### src/rtl/serv_ibus_bytefetch.sv
// Wishbone ibus responder: gathers four bytes from a byte-wide synchronous
// memory (little-endian) and returns them as one 32-bit instruction word.
module serv_ibus_bytefetch #(
  parameter int AW      = 32,  // 3..32
  parameter int MEM_LAT = 1    // 1..3
) (
  input  logic          clk,
  input  logic          i_rst,
  input  logic [31:0]   i_wb_ibus_adr,
  input  logic          i_wb_ibus_cyc,
  output logic [31:0]   o_wb_ibus_rdt,
  output logic          o_wb_ibus_ack,
  output logic [AW-1:0] o_mem_adr,
  output logic          o_mem_re,
  input  logic [7:0]    i_mem_rdata,
  output logic          o_busy
);

  typedef enum logic [1:0] {IDLE, REQ, WAIT, ACK} state_t;

  localparam logic [1:0] LAT_LOAD = 2'(MEM_LAT);

  state_t        state, state_n;
  logic [AW-3:0] base, base_n;
  logic [1:0]    cnt, cnt_n;
  logic [1:0]    lat, lat_n;
  logic [31:0]   rdt_n;
  logic          ack_n, re_n, busy_n;
  logic [AW-1:0] mem_adr_n;

  // Word-aligned fetch: the low address bits only matter to the core.
  logic unused_adr;
  assign unused_adr = ^i_wb_ibus_adr;

  always_ff @(posedge clk or posedge i_rst) begin
    if (i_rst) begin
      state         <= IDLE;
      base          <= '0;
      cnt           <= 2'd0;
      lat           <= 2'd0;
      o_wb_ibus_rdt <= 32'd0;
      o_wb_ibus_ack <= 1'b0;
      o_mem_re      <= 1'b0;
      o_mem_adr     <= '0;
      o_busy        <= 1'b0;
    end else begin
      state         <= state_n;
      base          <= base_n;
      cnt           <= cnt_n;
      lat           <= lat_n;
      o_wb_ibus_rdt <= rdt_n;
      o_wb_ibus_ack <= ack_n;
      o_mem_re      <= re_n;
      o_mem_adr     <= mem_adr_n;
      o_busy        <= busy_n;
    end
  end

  // Outputs are registered, so re/ack/adr are computed for the state being entered.
  always_comb begin
    state_n   = state;
    base_n    = base;
    cnt_n     = cnt;
    lat_n     = lat;
    rdt_n     = o_wb_ibus_rdt;
    ack_n     = 1'b0;
    re_n      = 1'b0;
    mem_adr_n = o_mem_adr;

    unique case (state)
      IDLE: begin
        if (i_wb_ibus_cyc && !o_wb_ibus_ack) begin
          base_n    = i_wb_ibus_adr[AW-1:2];
          cnt_n     = 2'd0;
          re_n      = 1'b1;
          mem_adr_n = {i_wb_ibus_adr[AW-1:2], 2'b00};
          state_n   = REQ;
        end
      end

      REQ: begin
        if (!i_wb_ibus_cyc) begin
          state_n = IDLE;
        end else begin
          lat_n   = LAT_LOAD;
          state_n = WAIT;
        end
      end

      WAIT: begin
        if (!i_wb_ibus_cyc) begin
          state_n = IDLE;
        end else begin
          lat_n = lat - 2'd1;
          if (lat == 2'd1) begin
            unique case (cnt)
              2'd0: rdt_n[7:0]   = i_mem_rdata;
              2'd1: rdt_n[15:8]  = i_mem_rdata;
              2'd2: rdt_n[23:16] = i_mem_rdata;
              2'd3: rdt_n[31:24] = i_mem_rdata;
              default: ;
            endcase
            if (cnt == 2'd3) begin
              ack_n   = 1'b1;
              state_n = ACK;
            end else begin
              cnt_n     = cnt + 2'd1;
              re_n      = 1'b1;
              mem_adr_n = {base, cnt + 2'd1};
              state_n   = REQ;
            end
          end
        end
      end

      ACK: begin
        state_n = IDLE;
      end

      default: state_n = IDLE;
    endcase

    busy_n = (state_n != IDLE);
  end

endmodule
### config.mk
export PLATFORM = sky130hd
export DESIGN_NAME = serv_ibus_bytefetch
export DESIGN_NICKNAME = d
export VERILOG_FILES = /design/src/rtl/serv_ibus_bytefetch.sv
export SDC_FILE = /design/constraint.sdc
export NUM_CORES = 1
export LEC_CHECK = 0
export ABC_AREA = 1
export BUFFER_PORTS_ARGS = -buffer_cell sky130_fd_sc_hd__buf_2
export CORE_AREA = 2 2 99 101
export DETAILED_ROUTE_END_ITERATION = 12
export DIE_AREA = 0 0 101 103
export PLACE_DENSITY = 0.74
export REMOVE_ABC_BUFFERS = 1
export SLEW_MARGIN = 40
export SYNTH_ARGS = -nofsm -noshare
export SYNTH_HDL_FRONTEND = slang
export SYNTH_SLANG_ARGS = --single-unit
### constraint.sdc
create_clock -name clk -period 6.29 [get_ports clk]
set_clock_uncertainty 0.1 [all_clocks]
set_input_delay 1.258 -clock clk [delete_from_list [all_inputs] [get_ports clk]]
set_output_delay 1.258 -clock clk [all_outputs]
set_load 0.005 [all_outputs]
### Word-level counts from Yosys, hierarchy flattened

Index checks and enable logic that the tools add are counted.

| operators by class | value |
|---|---|
| add/subtract/negate cells | 2 |
| equality and inequality tests | 12 |
| mux-type cells | 28 |
| reduce and logical (&&, ||, !) cells | 14 |

Operators by type and width:

| operator | number |
|---|---|
| $mux W32 | 4 |
| $pmux W32 S2 | 1 |
| $mux W2 | 11 |
| $reduce_and A4 Y1 | 4 |
| $ne A2 B2 Y1 const B | 5 |
| $eq A2 B2 Y1 const B | 4 |
| $mux W1 | 8 |
| $pmux W2 S2 | 2 |
| $pmux W2 S4 | 1 |
| $eq A2 B1 Y1 const B | 3 |
| $reduce_bool A2 Y1 | 3 |
| $reduce_and A5 Y1 | 1 |
| $logic_not A2 Y1 | 2 |
| $reduce_and A3 Y1 | 1 |
| $add A2 B1 Y2 const B | 1 |
| $pmux W1 S2 | 1 |
| $reduce_and A2 Y1 | 1 |
| $sub A2 B1 Y2 const B | 1 |
| $logic_and A1 B1 Y1 | 1 |
| $logic_not A1 Y1 | 1 |

| word-level totals | value |
|---|---|
| register bits after elaboration | 103 |
| logic and storage cells | 68 |

### Logic depth before layout (Yosys ltp)

Gate-level depths: netlist of the first run.

| depth | value |
|---|---|
| depth in word-level cells | 6 |
| depth in mapped cells | 8 |
| gate-level depth less buffers | 8 |

### Worst setup path before layout of the first run

No wires, ideal clock.

| timing path | value |
|---|---|
| path kind | input to register |
| start point | input i_wb_ibus_cyc |
| end point | register o_wb_ibus_rdt[29] |
| library setup time | 0.119 ns |
| arrival time | 2.023 ns |
| required time | 6.071 ns |
| slack | 4.048 ns |
| cell stages on the path | 7 |
| buffers on the path | 2 |
| path through | buf_4 nand2_2 nor2_8 nand2_4 buf_6 nand2_1 o21ai_2 |

| between the ends | value |
|---|---|
| longest elaborated chain between the ends | 1 |

RTL lines:

| element | line | text |
|---|---|---|
| start, declared | 10 | `input logic i_wb_ibus_cyc,` |
| $reduce_and A4 Y1 (no source line) | n/a |  |
| end signal, assigned | 51 | `o_wb_ibus_rdt <= rdt_n;` |
| end, declared | 11 | `output logic [31:0] o_wb_ibus_rdt,` |

Every way passes these cells.
A chain may end at the register's enable or synchronous reset.

### Worst setup path in the final report of the first run

| timing path | value |
|---|---|
| start point | register o_mem_adr[0] |
| end point | output o_mem_adr[0] |

RTL lines:

| element | line | text |
|---|---|---|
| start, declared | 13 | `output logic [AW-1:0] o_mem_adr,` |
| start signal, assigned | 54 | `o_mem_adr <= mem_adr_n;` |

No word-level cell between the ends.

==> results of run 1 <==
-- worst paths after layout --
path / startpoint / to / slack, ns / cells past startpoint
max in group asynchronous: i_rst / base[12] / 4.13 / 3
worst min-delay path: o_wb_ibus_rdt[31] / o_wb_ibus_rdt[31] / 0.38 / 2
min in group asynchronous: i_rst / o_wb_ibus_rdt[20] / 0.86 / 2
worst max-delay path: o_mem_adr[0] / o_mem_adr[0] / 3.97 / 1
worst min register to register: o_wb_ibus_rdt[31] / o_wb_ibus_rdt[31] / 0.38 / 2
worst max register to register: state[1] / o_mem_adr[31] / 4.05 / 6
-- layer usage --
layer / GRT usage (%) / routed length (microns)
met5: 0 / 0
met4: 6.44 / 114
met3: 5.42 / 854
met2: 34.2 / 4720
met1: 28.3 / 4820
-- flip-flops by register name (all words and copies together) (netlist names) --
name / count
o_mem_adr: 32
base: 30
o_mem_re: 1
o_wb_ibus_ack: 1
state: 2
o_wb_ibus_rdt: 32
lat: 2
o_busy: 1
-- final cells by class --
class	instances	area [sq um]
fillers	867	4210
flip-flops and latches	101	2530
multi-input cells	378	1750
repair buffers	111	566
clock buffers	12	145
well taps	114	143
inverters	22	85.1
clock inverters	4	32.5
-- power by group --
group / internal [mW] / switching, mW / leakage, nW / total, mW
logic: 0.218 / 0.314 / 1.68 / 0.532
registers: 0.837 / 0.102 / 1.29 / 0.939
clock network: 0.157 / 0.223 / 0.0832 / 0.381
total: 1.21 / 0.639 / 3.05 / 1.85
-- cells in the final DEF, fill, tap and decap left out, drive strengths merged --
| master | n |
|---|---|
| clkbuf | 12 |
| clkinvlp | 2 |
| inv | 23 |
| nor2 | 7 |
| nand2 | 234 |
| buf | 111 |
| o21ai | 35 |
| nand3 | 96 |
| nand3b | 1 |
| dfrtp | 101 |
| clkinv | 1 |
| ha | 5 |
-- stage by stage --
step / area, sq um / power, mW / setup slack (ns)
finish: 5250 / 1.85 / 3.97
CTS: 5250 / 1.87 / 3.95
detailed placement: 5070 / 1.49 / 3.63
floorplan: 4350 / 1.25 / 2.28
global placement: 5060 / 1.46 / 3.41
global route: 5250 / 1.99 / 3.80
-- cell families (layout without fill, tap and decap cells) --
kind of cell | after synthesis | in the layout | synth area share (%)
AO/OA/AOI/OAI | 35 | 35 | 4.68
buffers and inverters | 55 | 149 | 6.03
adder cells (fa/ha/maj) | 5 | 5 | 1.38
AND/OR/NAND/NOR | 338 | 338 | 32.3
flip-flops | 101 | 101 | 55.6
==> impl_metrics.ini, run 1 <==
[status]
status = complete, no violations

[yosys]
synth_sequential_area_ratio_pct = 55.6
count_leader_synth = nand2_1
post_synth_instance_area_sq_um = 4540
ys_ff_latch = 101
yosysUniqueCellTypes = 22
mean_instance_size_in_the_synthesized_netlist_sq_um = 8.51
ys_top_cells_by_area = dfrtp_1, nand2_1, nand3_1
postSynthCellCount = 534
synthesis.yosys.warnings = 0
synth.largest_area_cell = dfrtp_1
synth.top_cells.by_count = nand2_1, dfrtp_1, nand3_1
synth_edf_count = 0
yosys.area.top_type_share_pct = 55.6
synthFlopType = dfrtp_1
synth-async-reset-ratio_pct = 100

[detailed_routing]
final_antenna_net_count = 0
routed_wl_microns = 10500
initialDrtViolationCount = 226
drt-vias-per-instance = 5.16
firstDrtPassIters = 5
drc = 0
detailroute.via_count = 3828
routedWlPerCell_microns = 14.2

[clock_network]
tritoncts.num_buffers = 9
holdBufCountCts = 0
post_cts_resize_count = 0
cts_tree = built
clock_sink_count = 101
ctsLongestPathBuffers = 2
clock-root-buffer = clkbuf_8
clk-insertion-delay-late_ns = 0.36
postCtsSetupBuffers = 0
clk_pin_slew_ns = 0.09
ctsHtreeMaxLevel = 3

[global_routing]
grt_antenna_before_repair = 0
grt_start_max_net_pins = 64
globalRouteOverflowTotal = 0
grt_pass1_wl_microns = 17500
globalRouteTotalUtil_pct = 21.1
first_global_vias = 3707

[timing]
worstMarginPinSlew_ns = 0.754
report.final.setup_viol = 0
final_hold_viol_count = 0
finalMaxSlewViolations = 0
final.setup.tns_ns = 0
hold_slack_ns = 0.383
relSlewSlack_pct = 49.7
max_freq_mhz = 432
grt_setup_unrepaired = false
period_share_pct = 36.8
post_route_minimum_period_ns = 2.32

[job]
timing.max_cap.violations = 0

[setup_path]
critPathRequiredTime_ns = 4.93
cp-start-kind = flop
crit_path_max_fanout = 5
cp_slowest_stage_delay_ns = 0.44
timing.critical_path.slowest_stage_cell = dfrtp_1
cp_cell_sequence = buf_2
timing_worst_setup_path_type = flop to output pin
cp_data_arrival_time_ns = 0.96
category_of_cells_accounting_for_the_largest_share_of_critical_path_delay = flip-flops
crit_buf_inv = 1
critPathCaptureType = output pin

[die]
floorplan.rows = 36
die-area_sq_um = 10400
chipWidth_microns = 101
core_region_area_sq_um = 9460
die_height_microns = 103
floorplan.initialDensity_pct = 48.0
pin_count = 110

[layout]
fin_util_pct = 55.4
syn_to_layout_area_delta_pct = 15.5
design.final.nets = 671
final_layout_size_suffix_gt1_share_pct = 24.0
n_antenna_cell = 0
finalNonFillerCells = 742

[pwr]
power_density_over_cell_area_nw_per_um2 = 353
cellLeakagePower_nw = 3.05
peakVddDrop_v = 0.000165

[placed_design]
buffer_ports.inserted = 107
place_congestion = 0.805
dpl.hpwl_microns = 6680
placed_cells_incl_taps = 726

[worst_hold_path]
hold_class = flop to flop
Note: power is estimated with default switching activity, not from simulation.
==> run 2, diff against run 1 <==
ABC_AREA = 0   (was 1)
CORE_AREA = 2 2 96 98   (was 2 2 99 101)
DIE_AREA = 0 0 98 100   (was 0 0 101 103)
clock period = 2.2 ns   (was 6.29 ns; I/O delays follow)
==> impl_metrics.ini, run 2 <==
[timing]
relSlewSlack_pct = 63.5
max_freq_mhz = 529
period_share_pct = 85.9
report.final.setup_viol = 0
post_route_minimum_period_ns = 1.89
finalMaxSlewViolations = 0
worstMarginPinSlew_ns = 0.547
final_hold_viol_count = 0
grt_setup_unrepaired = false
post-route-worst-setup-slack_ns = 0.310

[layout]
final_layout_size_suffix_gt1_share_pct = 57.0
n_antenna_cell = 0
finalInstanceArea_sq_um = 5210
fin_util_pct = 58.6
reg.largest.list = o_mem_adr: 32 flops, o_wb_ibus_rdt: 32 flops, base: 30 flops
fillerInstances = 741
most_frequent_cells_in_the_layout = buf_2, dfrtp_1, mux2_2, mux2_1, clkbuf_8
finalNonFillerCells = 502
final_common_cell = buf_2
design.final.nets = 434
syn_to_layout_area_delta_pct = 22.2

[detailed_routing]
routed_wl_microns = 7780
drt-vias-per-instance = 5.08
drc = 0
firstDrtPassIters = 4
final_antenna_net_count = 0
routedWlPerCell_microns = 15.5
initialDrtViolationCount = 44
detailroute.via_count = 2550

[pwr]
sw_frac_of_total_pct = 27.7
total_power_mw = 6.12
power_frac_comb_pct = 29.8
sequentialPowerShare_pct = 48.0
cellLeakagePower_nw = 2.58
power.share.clock_pct = 22.2
power.switching_mw = 1.69
power_density_over_cell_area_nw_per_um2 = 1180
peakVddDrop_v = 0.000615
int_pwr_mw = 4.43

[setup_path]
cp-start-kind = flop
timing_worst_setup_path_type = flop to flop
cp_data_arrival_time_ns = 2.03
critPathCaptureType = flop
crit_path_max_fanout = 13
critPathRequiredTime_ns = 2.34

[clock_network]
clock_sink_count = 101
ctsLongestPathBuffers = 2
clock-root-buffer = clkbuf_8
ctsHtreeMaxLevel = 3
postCtsSetupBuffers = 0
post_cts_resize_count = 0
clk_pin_slew_ns = 0.10
cts_tree = built
clk-insertion-delay-late_ns = 0.34
holdBufCountCts = 0
tritoncts.num_buffers = 9

[yosys]
ys_ff_latch = 101
mean_instance_size_in_the_synthesized_netlist_sq_um = 15.7
post_synth_instance_area_sq_um = 4260
synth.largest_area_cell = dfrtp_1
synthesis.yosys.warnings = 0
postSynthCellCount = 271
count_leader_synth = dfrtp_1
yosysUniqueCellTypes = 24
synthFlopType = dfrtp_1
ys_top_cells_by_area = dfrtp_1, mux2_2, mux2_1
yosys.area.top_type_share_pct = 59.3
synth_sequential_area_ratio_pct = 59.3
synth_edf_count = 0
synth.top_cells.by_count = dfrtp_1, mux2_2, mux2_1
synth-async-reset-ratio_pct = 100

[placed_design]
post-place-ws_ns = 0.287
buffer_ports.inserted = 107
dpl.hpwl_microns = 5600
placed_cells_incl_taps = 486
place_congestion = 0.725
placement.cell_area_sq_um = 4970

[die]
pin_count = 110
floorplan.rows = 35
die-area_sq_um = 9800
core_region_area_sq_um = 8890
die_height_microns = 100
floorplan.initialDensity_pct = 47.9
chipWidth_microns = 98

[global_routing]
global_route.usage.met2_pct = 27.1
globalRouteTotalUtil_pct = 16.8
grt_pass1_wl_microns = 13100
globalRouteOverflowTotal = 0
first_global_vias = 2689
grt_antenna_before_repair = 0
global_route.usage.met1_pct = 21.4
grt_most_used_layer = met2
met3_usage_pct = 6.27
grt_start_max_net_pins = 45

[job]
timing.max_cap.violations = 0

[status]
status = complete, no violations

[worst_hold_path]
hold_class = input pin to async pin
## run 2: cells by family (layout without fill, tap and decap cells)
family,count (synthesis),after routing,share of synthesized area [%]
buffers and inverters,18,138,2.67
multiplexers,124,124,32.7
flip-flops,101,101,59.3
AND/OR/NAND/NOR,15,15,2.50
AO/OA/AOI/OAI,8,8,1.32
adder cells (fa/ha/maj),5,5,1.47
## run 2: path summary, 6_finish.rpt
check                                     to  depth (start not counted)  slack [ns]               from
min                                 base[20]                          2        0.04              i_rst
max in group asynchronous            base[0]                          3        1.35              i_rst
max                            o_mem_adr[30]                          5        0.31       o_mem_adr[0]
max reg2reg                    o_mem_adr[30]                          5        0.31       o_mem_adr[0]
min in group clk                    base[25]                          2        0.22  i_wb_ibus_adr[27]
min reg2reg                o_wb_ibus_rdt[29]                          1        0.39  o_wb_ibus_rdt[29]
## run 2: routing by layer
metal  up-vias  routed length (microns)
met5         -                        0
met4         0                       65
met2        81                     3660
met1      1277                     3400
li1       1187                        -
met3         5                      647
## run 2: stage by stage
stage                     setup TNS (ns)  hold slack [ns]
after floorplan                  -123.05            0.354
final                                  0           0.0392
after global routing                   0           0.0681
after global placement                 0            0.365
after CTS                              0           0.0440
after detailed placement               0            0.375
## run 2: power by group through the flow
stage               clock [mW]  combinational (mW)  sequential, mW
finish                    1.36                1.83            2.94
floorplan                    0                1.03            2.96
CTS                       1.40                1.87            2.95
global placement             0                1.80            2.94
detailed placement           0                1.87            2.99
global route              1.47                2.01            3.04
## run 2: area by class of cell
cell class	instances	area (sq um)	area share, %
clock buffers	9	124	2.38
clock inverters	7	114	2.19
inverters	7	28.8	0.553
multi-input cells	152	1630	31.3
flip-flops and latches	101	2530	48.5
well taps	111	139	2.67
repair buffers	115	646	12.4
## run 2: critical path, stage by stage, from the launching register on
cell     delay [ns]
dfrtp_1        0.42
ha_1           0.25
and3b_1        0.22
o21a_1         0.18
buf_4          0.25
mux2_2         0.36
